`src/rtl/mc_controller_hs_if.sv`:
```
// -----------------------------------------------------------------------------
// mc_controller_hs_if
// Purpose : Bundles the opcode/memory-handshake/status signals between the
//           multicycle control FSM and the datapath/memory side.
// Signals : opcode     - current IR opcode (valid from DECODE onward)
//           mem_ready  - memory completes the outstanding request this cycle
//           stall      - freeze the controller
//           mem_req    - memory request (FETCH/MRD/MWR)
//           ctrl       - 16-bit datapath control word
//           state      - current FSM state encoding
//           trap       - controller sits in TRAP
//           trap_cause - 01 illegal opcode, 10 memory timeout, 00 none
//           retired    - retired-instruction counter
// Modports: master = controller side, slave = datapath/memory side.
// -----------------------------------------------------------------------------
interface mc_controller_hs_if #(
    parameter int OPW   = 6,
    parameter int CNT_W = 32
);
    logic [OPW-1:0]   opcode;
    logic             mem_ready;
    logic             stall;
    logic             mem_req;
    logic [15:0]      ctrl;
    logic [3:0]       state;
    logic             trap;
    logic [1:0]       trap_cause;
    logic [CNT_W-1:0] retired;

    modport master (
        input  opcode, mem_ready, stall,
        output mem_req, ctrl, state, trap, trap_cause, retired
    );

    modport slave (
        output opcode, mem_ready, stall,
        input  mem_req, ctrl, state, trap, trap_cause, retired
    );
endinterface

```
`src/rtl/mc_controller_hs.sv`:
```
// -----------------------------------------------------------------------------
// mc_controller_hs
// Purpose : Multicycle CPU control FSM with a memory req/ready handshake,
//           wait-state timeout, TRAP state for illegal opcodes / bus timeouts,
//           a global stall and a retired-instruction counter.
// Ports   : clk   - rising-edge clock
//           reset - synchronous, active-high
//           bus   - mc_controller_hs_if.master (opcode, mem_ready, stall in;
//                   mem_req, ctrl, state, trap, trap_cause, retired out)
// Params  : OPW (opcode width), TMO_W (wait counter width), CNT_W (retired
//           counter width), TRAP_EN (1: faults go to TRAP, 0: back to IDLE)
// -----------------------------------------------------------------------------
module mc_controller_hs #(
    parameter int OPW     = 6,
    parameter int TMO_W   = 4,
    parameter int CNT_W   = 32,
    parameter bit TRAP_EN = 1'b1
) (
    input  logic               clk,
    input  logic               reset,
    mc_controller_hs_if.master bus
);

    typedef enum logic [3:0] {
        S_IDLE   = 4'h0, S_FETCH  = 4'h1, S_DECODE = 4'h2, S_ADDR   = 4'h3,
        S_MRD    = 4'h4, S_MWB    = 4'h5, S_MWR    = 4'h6, S_EXEC   = 4'h7,
        S_ALUWB  = 4'h8, S_BRANCH = 4'h9, S_JUMP   = 4'hA, S_JAL    = 4'hB,
        S_LI     = 4'hC, S_JR     = 4'hD, S_TRAP   = 4'hE
    } state_t;

    // ctrl bit positions
    localparam int CT_PC_WR    = 0;
    localparam int CT_PC_COND  = 1;
    localparam int CT_PC_JMP   = 2;
    localparam int CT_PC_REG   = 3;
    localparam int CT_IR_WR    = 4;
    localparam int CT_MEM_RD   = 5;
    localparam int CT_MEM_WR   = 6;
    localparam int CT_REG_WR   = 7;
    localparam int CT_MEM2REG  = 8;
    localparam int CT_LINK     = 9;
    localparam int CT_ALU_IMM  = 10;
    localparam int CT_ALU_ADD  = 11;
    localparam int CT_ALU_FUNC = 12;
    localparam int CT_ALU_SUB  = 13;
    localparam int CT_IMM_HI   = 14;
    localparam int CT_HALT     = 15;

    localparam state_t            FAULT_ST = TRAP_EN ? S_TRAP : S_IDLE;
    localparam logic [TMO_W-1:0]  WCNT_ONE = TMO_W'(1);
    localparam logic [CNT_W-1:0]  RET_ONE  = CNT_W'(1);

    state_t           state_q, state_d;
    logic [TMO_W-1:0] wcnt_q, wcnt_d;
    logic [CNT_W-1:0] retired_q, retired_d;
    logic [1:0]       cause_q, cause_d;
    logic             retire;
    logic [1:0]       op_class;
    logic [3:0]       op_func;
    logic [15:0]      ctrl_c;

    assign op_class = bus.opcode[OPW-1:OPW-2];
    assign op_func  = bus.opcode[3:0];

    always_ff @(posedge clk) begin
        if (reset) begin
            state_q   <= S_IDLE;
            wcnt_q    <= '0;
            retired_q <= '0;
            cause_q   <= 2'b00;
        end else begin
            state_q   <= state_d;
            wcnt_q    <= wcnt_d;
            retired_q <= retired_d;
            cause_q   <= cause_d;
        end
    end

    always_comb begin : next_state
        state_d   = state_q;
        wcnt_d    = wcnt_q;
        retired_d = retired_q;
        cause_d   = cause_q;
        retire    = 1'b0;
        if (!bus.stall) begin
            case (state_q)
                S_IDLE: state_d = S_FETCH;
                S_FETCH, S_MRD, S_MWR: begin
                    // mem_ready takes priority over the timeout on the terminal cycle
                    if (bus.mem_ready) begin
                        case (state_q)
                            S_FETCH: state_d = S_DECODE;
                            S_MRD:   state_d = S_MWB;
                            default: begin
                                state_d = S_FETCH;
                                retire  = 1'b1;
                            end
                        endcase
                    end else if (&wcnt_q) begin
                        state_d = FAULT_ST;
                        if (cause_q == 2'b00) cause_d = 2'b10;
                    end else begin
                        wcnt_d = wcnt_q + WCNT_ONE;
                    end
                end
                S_DECODE: begin
                    case (op_class)
                        2'b11:   state_d = (op_func == 4'b1001 || op_func == 4'b1010) ? S_LI : S_ADDR;
                        2'b01:   state_d = S_EXEC;
                        2'b10:   state_d = S_BRANCH;
                        default: begin
                            case (op_func)
                                4'b0000: state_d = S_IDLE;
                                4'b0001: state_d = S_JUMP;
                                4'b0010: state_d = S_JAL;
                                4'b0011: state_d = S_JR;
                                default: begin
                                    state_d = FAULT_ST;
                                    if (cause_q == 2'b00) cause_d = 2'b01;
                                end
                            endcase
                        end
                    endcase
                end
                S_ADDR: begin
                    case (op_func)
                        4'b1011, 4'b1101: state_d = S_MRD;
                        4'b1100, 4'b1110: state_d = S_MWR;
                        default:          state_d = S_ALUWB;
                    endcase
                end
                S_EXEC, S_LI: state_d = S_ALUWB;
                S_MWB, S_ALUWB, S_BRANCH, S_JUMP, S_JAL, S_JR: begin
                    state_d = S_FETCH;
                    retire  = 1'b1;
                end
                S_TRAP:  state_d = S_TRAP;
                default: state_d = S_IDLE;
            endcase
            if (retire) retired_d = retired_q + RET_ONE;
            // Fresh timeout window on every entry into a waiting state
            if ((state_d != state_q) && (state_d inside {S_FETCH, S_MRD, S_MWR}))
                wcnt_d = '0;
        end
    end

    always_comb begin : ctrl_decode
        ctrl_c = '0;
        case (state_q)
            S_FETCH: begin
                ctrl_c[CT_IR_WR]   = 1'b1;
                ctrl_c[CT_MEM_RD]  = 1'b1;
                ctrl_c[CT_PC_WR]   = 1'b1;
                ctrl_c[CT_ALU_ADD] = 1'b1;
            end
            S_ADDR: begin
                ctrl_c[CT_ALU_IMM] = 1'b1;
                ctrl_c[CT_ALU_ADD] = 1'b1;
            end
            S_MRD:   ctrl_c[CT_MEM_RD] = 1'b1;
            S_MWB: begin
                ctrl_c[CT_REG_WR]  = 1'b1;
                ctrl_c[CT_MEM2REG] = 1'b1;
            end
            S_MWR:   ctrl_c[CT_MEM_WR] = 1'b1;
            S_EXEC:  ctrl_c[CT_ALU_FUNC] = 1'b1;
            S_ALUWB: ctrl_c[CT_REG_WR] = 1'b1;
            S_BRANCH: begin
                ctrl_c[CT_PC_COND] = 1'b1;
                ctrl_c[CT_ALU_SUB] = 1'b1;
            end
            S_JUMP: begin
                ctrl_c[CT_PC_WR]  = 1'b1;
                ctrl_c[CT_PC_JMP] = 1'b1;
            end
            S_JAL: begin
                ctrl_c[CT_PC_WR]  = 1'b1;
                ctrl_c[CT_PC_JMP] = 1'b1;
                ctrl_c[CT_LINK]   = 1'b1;
                ctrl_c[CT_REG_WR] = 1'b1;
            end
            S_LI: begin
                ctrl_c[CT_ALU_IMM] = 1'b1;
                ctrl_c[CT_IMM_HI]  = (op_func == 4'b1010);
            end
            S_JR: begin
                ctrl_c[CT_PC_WR]  = 1'b1;
                ctrl_c[CT_PC_REG] = 1'b1;
            end
            S_TRAP:  ctrl_c[CT_HALT] = 1'b1;
            default: ctrl_c = '0;
        endcase
    end

    assign bus.ctrl       = ctrl_c;
    assign bus.state      = state_q;
    assign bus.mem_req    = (state_q inside {S_FETCH, S_MRD, S_MWR});
    assign bus.trap       = (state_q == S_TRAP);
    assign bus.trap_cause = cause_q;
    assign bus.retired    = retired_q;

endmodule

```
`src/flat_wrapper.sv`:
```
// flat-port wrapper written by rule: the top's interface ports become plain ports
module mc_controller_hs_flat 
#(
    parameter int OPW     = 6,
    parameter int TMO_W   = 4,
    parameter int CNT_W   = 32,
    parameter bit TRAP_EN = 1'b1
)
  (clk, reset, bus_opcode, bus_mem_ready, bus_stall, bus_mem_req, bus_ctrl, bus_state, bus_trap, bus_trap_cause, bus_retired);
  mc_controller_hs_if #(.OPW(OPW), .CNT_W(CNT_W)) bus_i ();
  input  logic clk;
  input  logic reset;
  input wire logic [$bits(bus_i.opcode)-1:0] bus_opcode;
  input wire logic [$bits(bus_i.mem_ready)-1:0] bus_mem_ready;
  input wire logic [$bits(bus_i.stall)-1:0] bus_stall;
  output wire logic [$bits(bus_i.mem_req)-1:0] bus_mem_req;
  output wire logic [$bits(bus_i.ctrl)-1:0] bus_ctrl;
  output wire logic [$bits(bus_i.state)-1:0] bus_state;
  output wire logic [$bits(bus_i.trap)-1:0] bus_trap;
  output wire logic [$bits(bus_i.trap_cause)-1:0] bus_trap_cause;
  output wire logic [$bits(bus_i.retired)-1:0] bus_retired;
  assign bus_i.opcode = bus_opcode;
  assign bus_i.mem_ready = bus_mem_ready;
  assign bus_i.stall = bus_stall;
  assign bus_mem_req = bus_i.mem_req;
  assign bus_ctrl = bus_i.ctrl;
  assign bus_state = bus_i.state;
  assign bus_trap = bus_i.trap;
  assign bus_trap_cause = bus_i.trap_cause;
  assign bus_retired = bus_i.retired;
  mc_controller_hs #(.OPW(OPW), .TMO_W(TMO_W), .CNT_W(CNT_W), .TRAP_EN(TRAP_EN)) u_core (.clk(clk), .reset(reset), .bus(bus_i));
endmodule
```
`config.mk`:
```
export PLATFORM = sky130hd
export DESIGN_NAME = mc_controller_hs_flat
export DESIGN_NICKNAME = d
export VERILOG_FILES = /design/src/rtl/mc_controller_hs_if.sv /design/src/rtl/mc_controller_hs.sv /design/src/flat_wrapper.sv
export SDC_FILE = /design/constraint.sdc
export NUM_CORES = 1
export LEC_CHECK = 0
export BUFFER_PORTS_ARGS = -buffer_cell sky130_fd_sc_hd__buf_2
export CAP_MARGIN = 30
export CORE_MARGIN = 5
export CORE_UTILIZATION = 55
export CTS_BUF_LIST = sky130_fd_sc_hd__clkbuf_2
export CTS_CLUSTER_DIAMETER = 80
export DETAILED_ROUTE_END_ITERATION = 16
export GPL_TIMING_DRIVEN = 0
export PLACE_DENSITY = 0.87
export SETUP_SLACK_MARGIN = 0.1
export SLEW_MARGIN = 20
export SYNTH_ARGS = -nofsm -noshare
export SYNTH_HDL_FRONTEND = slang
export SYNTH_SLANG_ARGS = --single-unit
```
`constraint.sdc`:
```
create_clock -name clk -period 3.6 [get_ports clk]
set_clock_uncertainty 0.05 [all_clocks]
set_input_delay 0.72 -clock clk [delete_from_list [all_inputs] [get_ports clk]]
set_output_delay 0.72 -clock clk [all_outputs]
set_load 0.02 [all_outputs]
```
==> results of run 1 <==
[Yosys cell counts, types with 5 or more instances]
library cell  instances
o21ai_0              11
buf_2                 5
inv_1                 8
nand4_1               8
xnor2_1              10
nor3_1               10
nand2b_1              8
nor2b_1               8
nor2_1               55
nand2_1              22
a21oi_1              10
nand3_1              13
clkbuf_1              8
dfxtp_1              42
ha_1                  6
xor2_1               21
[cell families (layout without fill, tap and decap cells)]
| family | after synthesis | in the layout |
|---|---|---|
| AND/OR/NAND/NOR | 156 | 156 |
| AO/OA/AOI/OAI | 58 | 58 |
| flip-flops | 42 | 42 |
| XOR/XNOR | 31 | 31 |
| buffers and inverters | 24 | 95 |
| adder cells (fa/ha/maj) | 6 | 6 |
| multiplexers | 4 | 4 |
[state kept, by name (all words and copies together) (netlist names)]
register,count
u_core.bus.retired,32
u_core.bus.state,4
u_core.wcnt_q,4
u_core.bus.trap_cause,2
[per-layer routing]
layer	up-vias	track usage [%]	wire length (um)	part of all wire [%]
met5	-	0	0	0
met4	0	9.09	185	2.8
met3	22	4.93	616	9.5
met2	130	35.3	2930	45
met1	1196	27.8	2780	43
li1	1280	-	-	-
[worst min-delay path: stages (launching register included)]
cell and delay [ns]:
dfxtp_1 0.39, a21oi_1 0.05, nor2_1 0.07
[power groups by stage]
stage / Clock, mW / Combinational [mW] / Sequential, mW
6_report: 0.219 / 0.184 / 0.479
3_3_place_gp: 0 / 0.177 / 0.487
2_1_floorplan: 0 / 0.125 / 0.491
5_1_grt: 0.251 / 0.200 / 0.481
3_5_place_dp: 0 / 0.181 / 0.488
4_1_cts: 0.225 / 0.182 / 0.479
[cell type report]
class / count / area, sq um
Buffer: 16 / 73.8
Clock buffer: 5 / 25.0
Clock inverter: 3 / 25.0
Fill cell: 415 / 1610
Inverter: 8 / 30.0
Multi-Input combinational cell: 255 / 1640
Sequential cell: 42 / 841
Tap cell: 54 / 67.6
Timing Repair Buffer: 63 / 315
[path summary, 6_finish.rpt]
path	to	slack (ns)	depth (start not counted)
max	bus_ctrl[14]	0.36	5
max reg2reg	u_core.wcnt_q[2]	0.90	7
min	u_core.bus.trap_cause[0]	0.48	2
min reg2reg	u_core.bus.trap_cause[0]	0.48	2
==> results.py, run 1 <==
metrics = {
    "run_status": {
        "status": "completed",
    },
    "timing": {
        "hold_slack_ns": 0.483,
        "report.final.slew_viol_count": 0,
        "rsz0062_at_grt": "false",
        "period_needed_ns": 3.24,
        "setup_violations": 0,
        "fin_tns_setup_ns": 0,
        "tightest_slew_ns": 0.781,
        "max_freq_ghz": 0.309,
        "fin_ws_ns": 0.365,
        "timing.final.hold_violations": 0,
        "relSlewSlack_pct": 47.8,
        "fin_crit_sh_pct": 89.9,
    },
    "drt": {
        "drc": 0,
        "drtIter0Drc": 262,
        "vias_per_cell": 5.89,
        "wl_per_cell_um": 14.6,
        "routed_wl_um": 6510,
        "num_vias": 2628,
        "first_pass_iters": 4,
        "antenna_left": 0,
    },
    "place": {
        "place_ws_ns": 0.492,
        "place.port_buffers": 63,
        "postPlaceCellArea_sq_um": 2970,
        "gp_congestion": 0.922,
        "dp_hpwl_um": 4950,
        "place_inst": 438,
    },
    "logic_synthesis": {
        "ys.flop_type": "dfxtp_1",
        "synth_fa_ha_area_share_pct": 2.90,
        "synth.area.mux_share_pct": 1.74,
        "synthArstFlopShare_pct": 0,
        "syn_inst": 321,
        "mappedNetlistArea_sq_um": 2590,
        "yosysSeqAreaShare_pct": 32.5,
        "synth_nets": 337,
        "synth_compound_area_share_pct": 16.4,
        "synth_area_leader_cell": "dfxtp_1",
        "yosys_warnings": 0,
        "synth.distinct_cells": 59,
        "avgSynthCellArea_sq_um": 8.06,
        "synth_top_area_share_pct": 32.5,
        "synthSimpleGateAreaFrac_pct": 31.9,
        "synth_xor_area_share_pct": 10.5,
        "yosys-top-cells-area": "dfxtp_1 (32%), nor2_1 (8.0%), xor2_1 (7.1%), xnor2_1 (3.4%), nand2_1 (3.2%)",
        "ys_seq_elements": 42,
        "synth_top_family_by_area": "simple AND/OR/NAND/NOR gates",
        "synth_edf_count": 0,
    },
    "pwr": {
        "power_frac_comb_pct": 20.8,
        "p_clk_share_pct": 24.8,
        "power_leakage_nw": 1.34,
        "intPower_mw": 0.588,
        "power_density_nw_per_um2": 292,
        "ir_drop_uv": 244,
        "fin_total_pwr_mw": 0.882,
        "switching_share_pct": 33.3,
        "pwr-share-seq_pct": 54.3,
        "net-switching-power_mw": 0.293,
    },
    "run": {
        "cap_violations": 0,
    },
    "hold_path": {
        "hold_class": "register to register",
        "hp-start": "u_core.bus.trap_cause[0]",
    },
    "floorplanning": {
        "die_y_um": 78.6,
        "io_pins": 66,
        "initial_utilization_pct": 55.9,
        "core_sq_um": 4630,
        "rows": 25,
        "die_x_um": 78.6,
        "die-area_sq_um": 6180,
    },
    "finish": {
        "instances_no_fill": 446,
        "mostFrequentLayoutCell": "buf_2",
        "layout_common_cells": "buf_2 (68), nor2_1 (55), dfxtp_1 (42)",
        "drive_above_1_share_pct": 23.0,
        "fin_nets": 407,
        "area_growth_pct": 16.7,
        "final_util_pct": 65.2,
        "design_area_sq_um": 3020,
        "diodes": 0,
    },
    "worst_setup_path": {
        "timing.rr.start": "u_core.bus.state[1]",
        "cp_cell_sequence": "clkbuf_1, clkbuf_1, nand2_1, nor4_1, buf_2",
        "crit_fanout": 10,
        "critPathSlowestCell": "dfxtp_1",
        "cp_data_required_time_ns": 2.83,
        "crit_path_max_incr_delay_ns": 0.52,
        "path_delay_family": "buffers and inverters",
        "worstSetupStartpointType": "register",
        "crit_buf_inv": 3,
        "cpMostUsedCell": "clkbuf_1",
        "end_kind": "output port",
        "cp-startpoint": "u_core.bus.state[3]",
        "critPathKind": "register to output port",
        "crit_arrival_ns": 2.47,
    },
    "cts": {
        "path_clk_slew_ns": 0.24,
        "cts_buffer_depth": 2,
        "numClockSinks": 42,
        "cts_tree": "built",
        "ctsRootBufferMaster": "clkbuf_2",
        "post_cts_buffers": 0,
        "insertion_delay_ns": 0.42,
        "cts-htree-levels": 2,
        "post_cts_resized": 0,
        "holdBufCountCts": 0,
        "numCtsBuffers": 5,
    },
    "global_route": {
        "grt_max_degree": 16,
        "track_usage_pct": 21.8,
        "antenna_found_initial": 0,
        "grt_pass1_wl_um": 11100,
        "grt_pass1_vias": 2415,
        "overflow": 0,
    },
}
No activity file was read; power rests on OpenSTA's default activity.
==> run 2: changes to the inputs <==
- GPL_TIMING_DRIVEN: 0 -> default
==> results.py, run 2 (synthesis results as in run 1) <==
metrics = {
    "run_status": {
        "status": "completed",
    },
    "floorplanning": {
        "die_y_um": 78.6,
        "io_pins": 66,
        "initial_utilization_pct": 55.9,
        "die_x_um": 78.6,
        "die-area_sq_um": 6180,
        "rows": 25,
        "core_sq_um": 4630,
    },
    "timing": {
        "max_freq_ghz": 0.351,
        "tightest_slew_ns": 0.680,
        "relSlewSlack_pct": 54.6,
        "rsz0062_at_grt": "false",
        "setup_violations": 0,
        "period_needed_ns": 2.85,
        "fin_crit_sh_pct": 79.1,
        "timing.final.hold_violations": 0,
        "fin_tns_setup_ns": 0,
        "report.final.slew_viol_count": 0,
        "hold_slack_ns": 0.468,
    },
    "hold_path": {
        "min_path_cells": 2,
        "min_to": "u_core.bus.retired[6]",
        "hold_class": "register to register",
        "hp-start": "u_core.bus.retired[6]",
    },
    "finish": {
        "design_area_sq_um": 2990,
        "layout_common_cells": "buf_2 (65), nor2_1 (55), dfxtp_1 (42)",
        "fin_nets": 398,
        "largest_reg_flops": 32,
        "diodes": 0,
        "mostFrequentLayoutCell": "buf_2",
        "drive_above_1_share_pct": 23.2,
        "instances_no_fill": 437,
        "area_growth_pct": 15.4,
    },
    "global_route": {
        "groute.layer.met2.usage_pct": 36.1,
        "grt_max_degree": 43,
        "track_usage_pct": 21.2,
        "grt_pass1_vias": 2389,
        "globalRouteMet3Util_pct": 3.56,
        "grt_pass1_wl_um": 10900,
        "grt.busiest_layer": "met2",
        "overflow": 0,
        "gr-usage-met1_pct": 26.5,
        "antenna_found_initial": 0,
    },
    "worst_setup_path": {
        "reg2reg_to": "u_core.wcnt_q[3]",
        "crit_buf_inv": 1,
        "crit_fanout": 22,
        "end_kind": "output port",
        "cp_data_required_time_ns": 2.83,
        "crit_arrival_ns": 2.08,
        "critPathSlowestCell": "dfxtp_1",
        "path_delay_family": "flip-flops",
        "crit_path_max_incr_delay_ns": 0.81,
        "worstSetupStartpointType": "register",
        "r2r_cells": 7,
        "cp_cell_sequence": "nand2b_1, a21oi_1, buf_2",
        "crit_cells": 3,
        "reg2reg_slack_ns": 0.86,
        "critPathKind": "register to output port",
        "timing.rr.start": "u_core.bus.state[2]",
    },
    "cts": {
        "holdBufCountCts": 0,
        "path_clk_slew_ns": 0.23,
        "cts_tree": "built",
        "cts_buffer_depth": 2,
        "ctsRootBufferMaster": "clkbuf_2",
        "post_cts_buffers": 0,
        "cts-htree-levels": 2,
        "numCtsBuffers": 5,
        "post_cts_resized": 0,
        "insertion_delay_ns": 0.40,
        "numClockSinks": 42,
    },
    "drt": {
        "first_pass_iters": 4,
        "num_vias": 2533,
        "drtIter0Drc": 227,
        "routed_wl_um": 6290,
        "antenna_left": 0,
        "vias_per_cell": 5.80,
        "wl_per_cell_um": 14.4,
        "drc": 0,
    },
    "pwr": {
        "ir_drop_uv": 236,
        "power_leakage_nw": 1.32,
        "power_density_nw_per_um2": 288,
    },
    "run": {
        "cap_violations": 0,
    },
    "place": {
        "postPlaceCellArea_sq_um": 2940,
        "place.port_buffers": 65,
        "place_inst": 429,
        "gp_congestion": 0.889,
        "dp_hpwl_um": 4620,
    },
}
## run 2: changes by cell type in the layout (fill, tap and decap cells not counted)
cell | previous run | this run
buf_4 | 2 | 5
buf_2 | 68 | 65
clkbuf_1 | 8 | 0
inv_6 | 1 | 0
clkinv_2 | 0 | 1
buf_1 | 1 | 0
clkinv_1 | 0 | 1
clkinv_4 | 1 | 0
## run 2: area by class of cell
class / count / area (sq um)
multi-input cells: 255 / 1640
fillers: 410 / 1640
repair buffers: 70 / 363
well taps: 54 / 67.6
inverters: 8 / 30.0
flip-flops and latches: 42 / 841
clock buffers: 5 / 25.0
clock inverters: 3 / 16.3
## run 2: worst max-delay path by stage
stage,start,endpoint,slack (ns)
2_1_floorplan,u_core.bus.state[3],bus_ctrl[14],0.82
3_3_place_gp,bus_opcode[4],u_core.wcnt_q[3],0.60
3_5_place_dp,bus_opcode[4],u_core.wcnt_q[3],0.50
4_1_cts,u_core.bus.state[2],bus_ctrl[7],0.77
5_1_grt,u_core.bus.state[2],bus_ctrl[7],0.53
6_report,u_core.bus.state[2],bus_mem_req,0.75
## run 2: stage by stage
stage,util (%),worst slack (ns),power (mW)
6_report,64.5,0.751,0.859
5_1_grt,64.5,0.530,0.906
4_1_cts,64.5,0.773,0.862
3_5_place_dp,63.6,0.500,0.664
3_3_place_gp,63.6,0.604,0.658
2_1_floorplan,-,0.817,0.617
## run 2: worst register-to-register path, cell delays in order (launching register included)
cell	delay, ns
dfxtp_1	0.58
or4b_4	0.68
a311oi_2	0.31
a22oi_1	0.20
a21boi_1	0.18
mux2_4	0.28
and4_4	0.17
a211o_1	0.21
## run 2: routing by layer
| metal | routed length (um) | part of all wire, % |
|---|---|---|
| met5 | 0 | 0 |
| met4 | 116 | 1.8 |
| met3 | 506 | 8.0 |
| met2 | 2970 | 47 |
| met1 | 2700 | 43 |
## run 2: where the power goes
group / switching, mW / internal (mW) / total (mW)
logic: 0.108 / 0.0640 / 0.172
registers: 0.0135 / 0.471 / 0.485
clock network: 0.158 / 0.0443 / 0.203
==> run 3: changes to the inputs <==
- ABC_AREA: default -> 1
- PLACE_DENSITY: 0.87 -> 0.85
- clock period: 3.6 -> 2.8 ns (I/O delays scaled with it)
==> results.py, run 3 <==
metrics = {
    "timing": {
        "fin_tns_setup_ns": 0,
        "max_freq_ghz": 0.410,
        "fin_ws_ns": 0.364,
        "fin_crit_sh_pct": 87.0,
        "period_needed_ns": 2.44,
        "rsz0062_at_grt": "false",
        "setup_violations": 0,
        "timing.final.hold_violations": 0,
        "tightest_slew_ns": 0.539,
        "report.final.slew_viol_count": 0,
        "relSlewSlack_pct": 64.0,
    },
    "logic_synthesis": {
        "synth_common_cells": "nand2_1 (150), inv_1 (63), nor2_1 (60), dfxtp_1 (42), a21oi_1 (37)",
        "ys_seq_elements": 42,
        "ys.flop_type": "dfxtp_1",
        "synth.distinct_cells": 37,
        "synth_nets": 523,
        "yosys_warnings": 0,
        "yosysSeqAreaShare_pct": 27.2,
        "synth_edf_count": 0,
        "syn_inst": 507,
        "synthArstFlopShare_pct": 0,
        "yosysMostFrequentCell": "nand2_1",
        "avgSynthCellArea_sq_um": 6.09,
        "yosys-top-cells-area": "dfxtp_1 (27%), nand2_1 (18%), inv_1 (7.7%), nor2_1 (7.3%), a21oi_1 (6.0%)",
        "mappedNetlistArea_sq_um": 3090,
        "synth_top_area_share_pct": 27.2,
        "synth_area_leader_cell": "dfxtp_1",
    },
    "drt": {
        "drtIter0Drc": 213,
        "drc": 0,
        "first_pass_iters": 7,
        "vias_per_cell": 5.41,
        "num_vias": 3480,
        "routed_wl_um": 8630,
        "antenna_left": 0,
        "wl_per_cell_um": 13.4,
    },
    "global_route": {
        "grt_max_degree": 26,
        "grt_pass1_wl_um": 14600,
        "antenna_found_initial": 0,
        "overflow": 0,
        "track_usage_pct": 24.1,
        "grt_pass1_vias": 3176,
    },
    "finish": {
        "multi_input_area_sq_um": 1930,
        "layout_common_cells": "nand2_1 (150), buf_2 (65), inv_1 (63)",
        "mostFrequentLayoutCell": "nand2_1",
        "num-fill-cells": 548,
        "design_area_sq_um": 3500,
        "drive_above_1_share_pct": 18.0,
        "diodes": 0,
        "final_util_pct": 64.0,
        "seq_area_sq_um": 841,
        "largest_reg_flops": 32,
        "fin_nets": 586,
        "area_growth_pct": 13.4,
    },
    "floorplanning": {
        "io_pins": 66,
        "core_sq_um": 5470,
        "initial_utilization_pct": 56.4,
        "rows": 27,
        "die_y_um": 84.9,
        "die_x_um": 84.9,
        "die-area_sq_um": 7210,
    },
    "worst_setup_path": {
        "worstSetupStartpointType": "register",
        "critPathKind": "register to output port",
        "r2r_cells": 13,
        "crit_fanout": 7,
        "end_kind": "output port",
        "crit_arrival_ns": 1.83,
        "cp_data_required_time_ns": 2.19,
    },
    "hold_path": {
        "hold_class": "primary input to register",
        "min_path_cells": 3,
    },
    "cts": {
        "post_cts_buffers": 0,
        "numCtsBuffers": 5,
        "cts-htree-levels": 2,
        "path_clk_slew_ns": 0.20,
        "post_cts_resized": 0,
        "cts_tree": "built",
        "numClockSinks": 42,
        "ctsRootBufferMaster": "clkbuf_2",
        "holdBufCountCts": 0,
        "cts_buffer_depth": 2,
        "insertion_delay_ns": 0.40,
    },
    "place": {
        "dp_hpwl_um": 6880,
        "postPlaceCellArea_sq_um": 3460,
        "gp_congestion": 0.955,
        "place_ws_ns": 0.409,
        "place.port_buffers": 65,
    },
    "pwr": {
        "power_frac_comb_pct": 25.8,
        "ir_drop_uv": 246,
        "switching_share_pct": 36.0,
        "p_clk_share_pct": 21.2,
        "intPower_mw": 0.776,
        "power_density_nw_per_um2": 346,
        "pwr-share-seq_pct": 53.0,
        "net-switching-power_mw": 0.436,
        "power_leakage_nw": 1.76,
    },
    "run": {
        "cap_violations": 0,
    },
    "run_status": {
        "status": "completed",
    },
}
[run 3: cell types whose count changed after synthesis, sizes merged, moves of 11 or more]
cell | previous run | this run
nand2 | 22 | 157
nand3 | 13 | 24
inv | 8 | 70
nor2 | 55 | 69
a21oi | 10 | 37
nor3 | 10 | 25
[run 3: through the flow]
step                      power [mW]  hold slack [ns]  std cells
after floorplan                0.884            0.406        507
after global placement         0.958            0.425        635
after detailed placement       0.965            0.432        635
after CTS                       1.22            0.403        643
after global routing            1.29            0.417        643
final                           1.21            0.424        643
[run 3: worst max-delay path, stage by stage, from the launching register on]
cell and delay, ns:
dfxtp_1 0.54, inv_2 0.13, nor2_2 0.13, inv_1 0.10, nor3_1 0.24, a31o_2 0.15
buf_2 0.15
[run 3: final timing paths]
kind | slack (ns) | start | end
worst max-delay path | 0.36 | u_core.bus.state[0] | bus_ctrl[7]
worst min-delay path | 0.42 | bus_stall | u_core.bus.state[0]
worst max register to register | 0.55 | u_core.bus.state[0] | u_core.bus.retired[10]
worst min register to register | 0.46 | u_core.bus.retired[30] | u_core.bus.retired[30]
[run 3: kinds of logic (layout without fill, tap and decap cells)]
kind of cell / count (synthesis) / count (layout) / synth area share (%)
xor+xnor: 17 / 17 / 4.82
simple gates: 302 / 302 / 45.0
buf+inv: 80 / 144 / 10.1
flops: 42 / 42 / 27.2
compound gates: 60 / 60 / 10.3
fa+ha+maj: 6 / 6 / 2.43
[run 3: area by class of cell]
class | instances | share of cell area [%]
flip-flops and latches | 42 | 24.0
clock inverters | 2 | 0.250
clock buffers | 6 | 0.858
well taps | 72 | 2.57
inverters | 70 | 7.58
repair buffers | 66 | 9.51
multi-input cells | 385 | 55.2
[run 3: power by group through the flow]
stage / Clock (mW) / Combinational, mW / Sequential, mW
6_report: 0.257 / 0.313 / 0.643
3_5_place_dp: 0 / 0.310 / 0.654
4_1_cts: 0.262 / 0.312 / 0.642
5_1_grt: 0.291 / 0.348 / 0.647
3_3_place_gp: 0 / 0.305 / 0.654
2_1_floorplan: 0 / 0.224 / 0.660
[run 3: per-layer routing]
layer | wire (um) | global-route usage (%) | vias up
met5 | 0 | 0 | -
met3 | 637 | 4.08 | 23
met4 | 186 | 7.05 | 0
met1 | 3700 | 31.0 | 1569
met2 | 4110 | 41.4 | 132
li1 | - | - | 1756
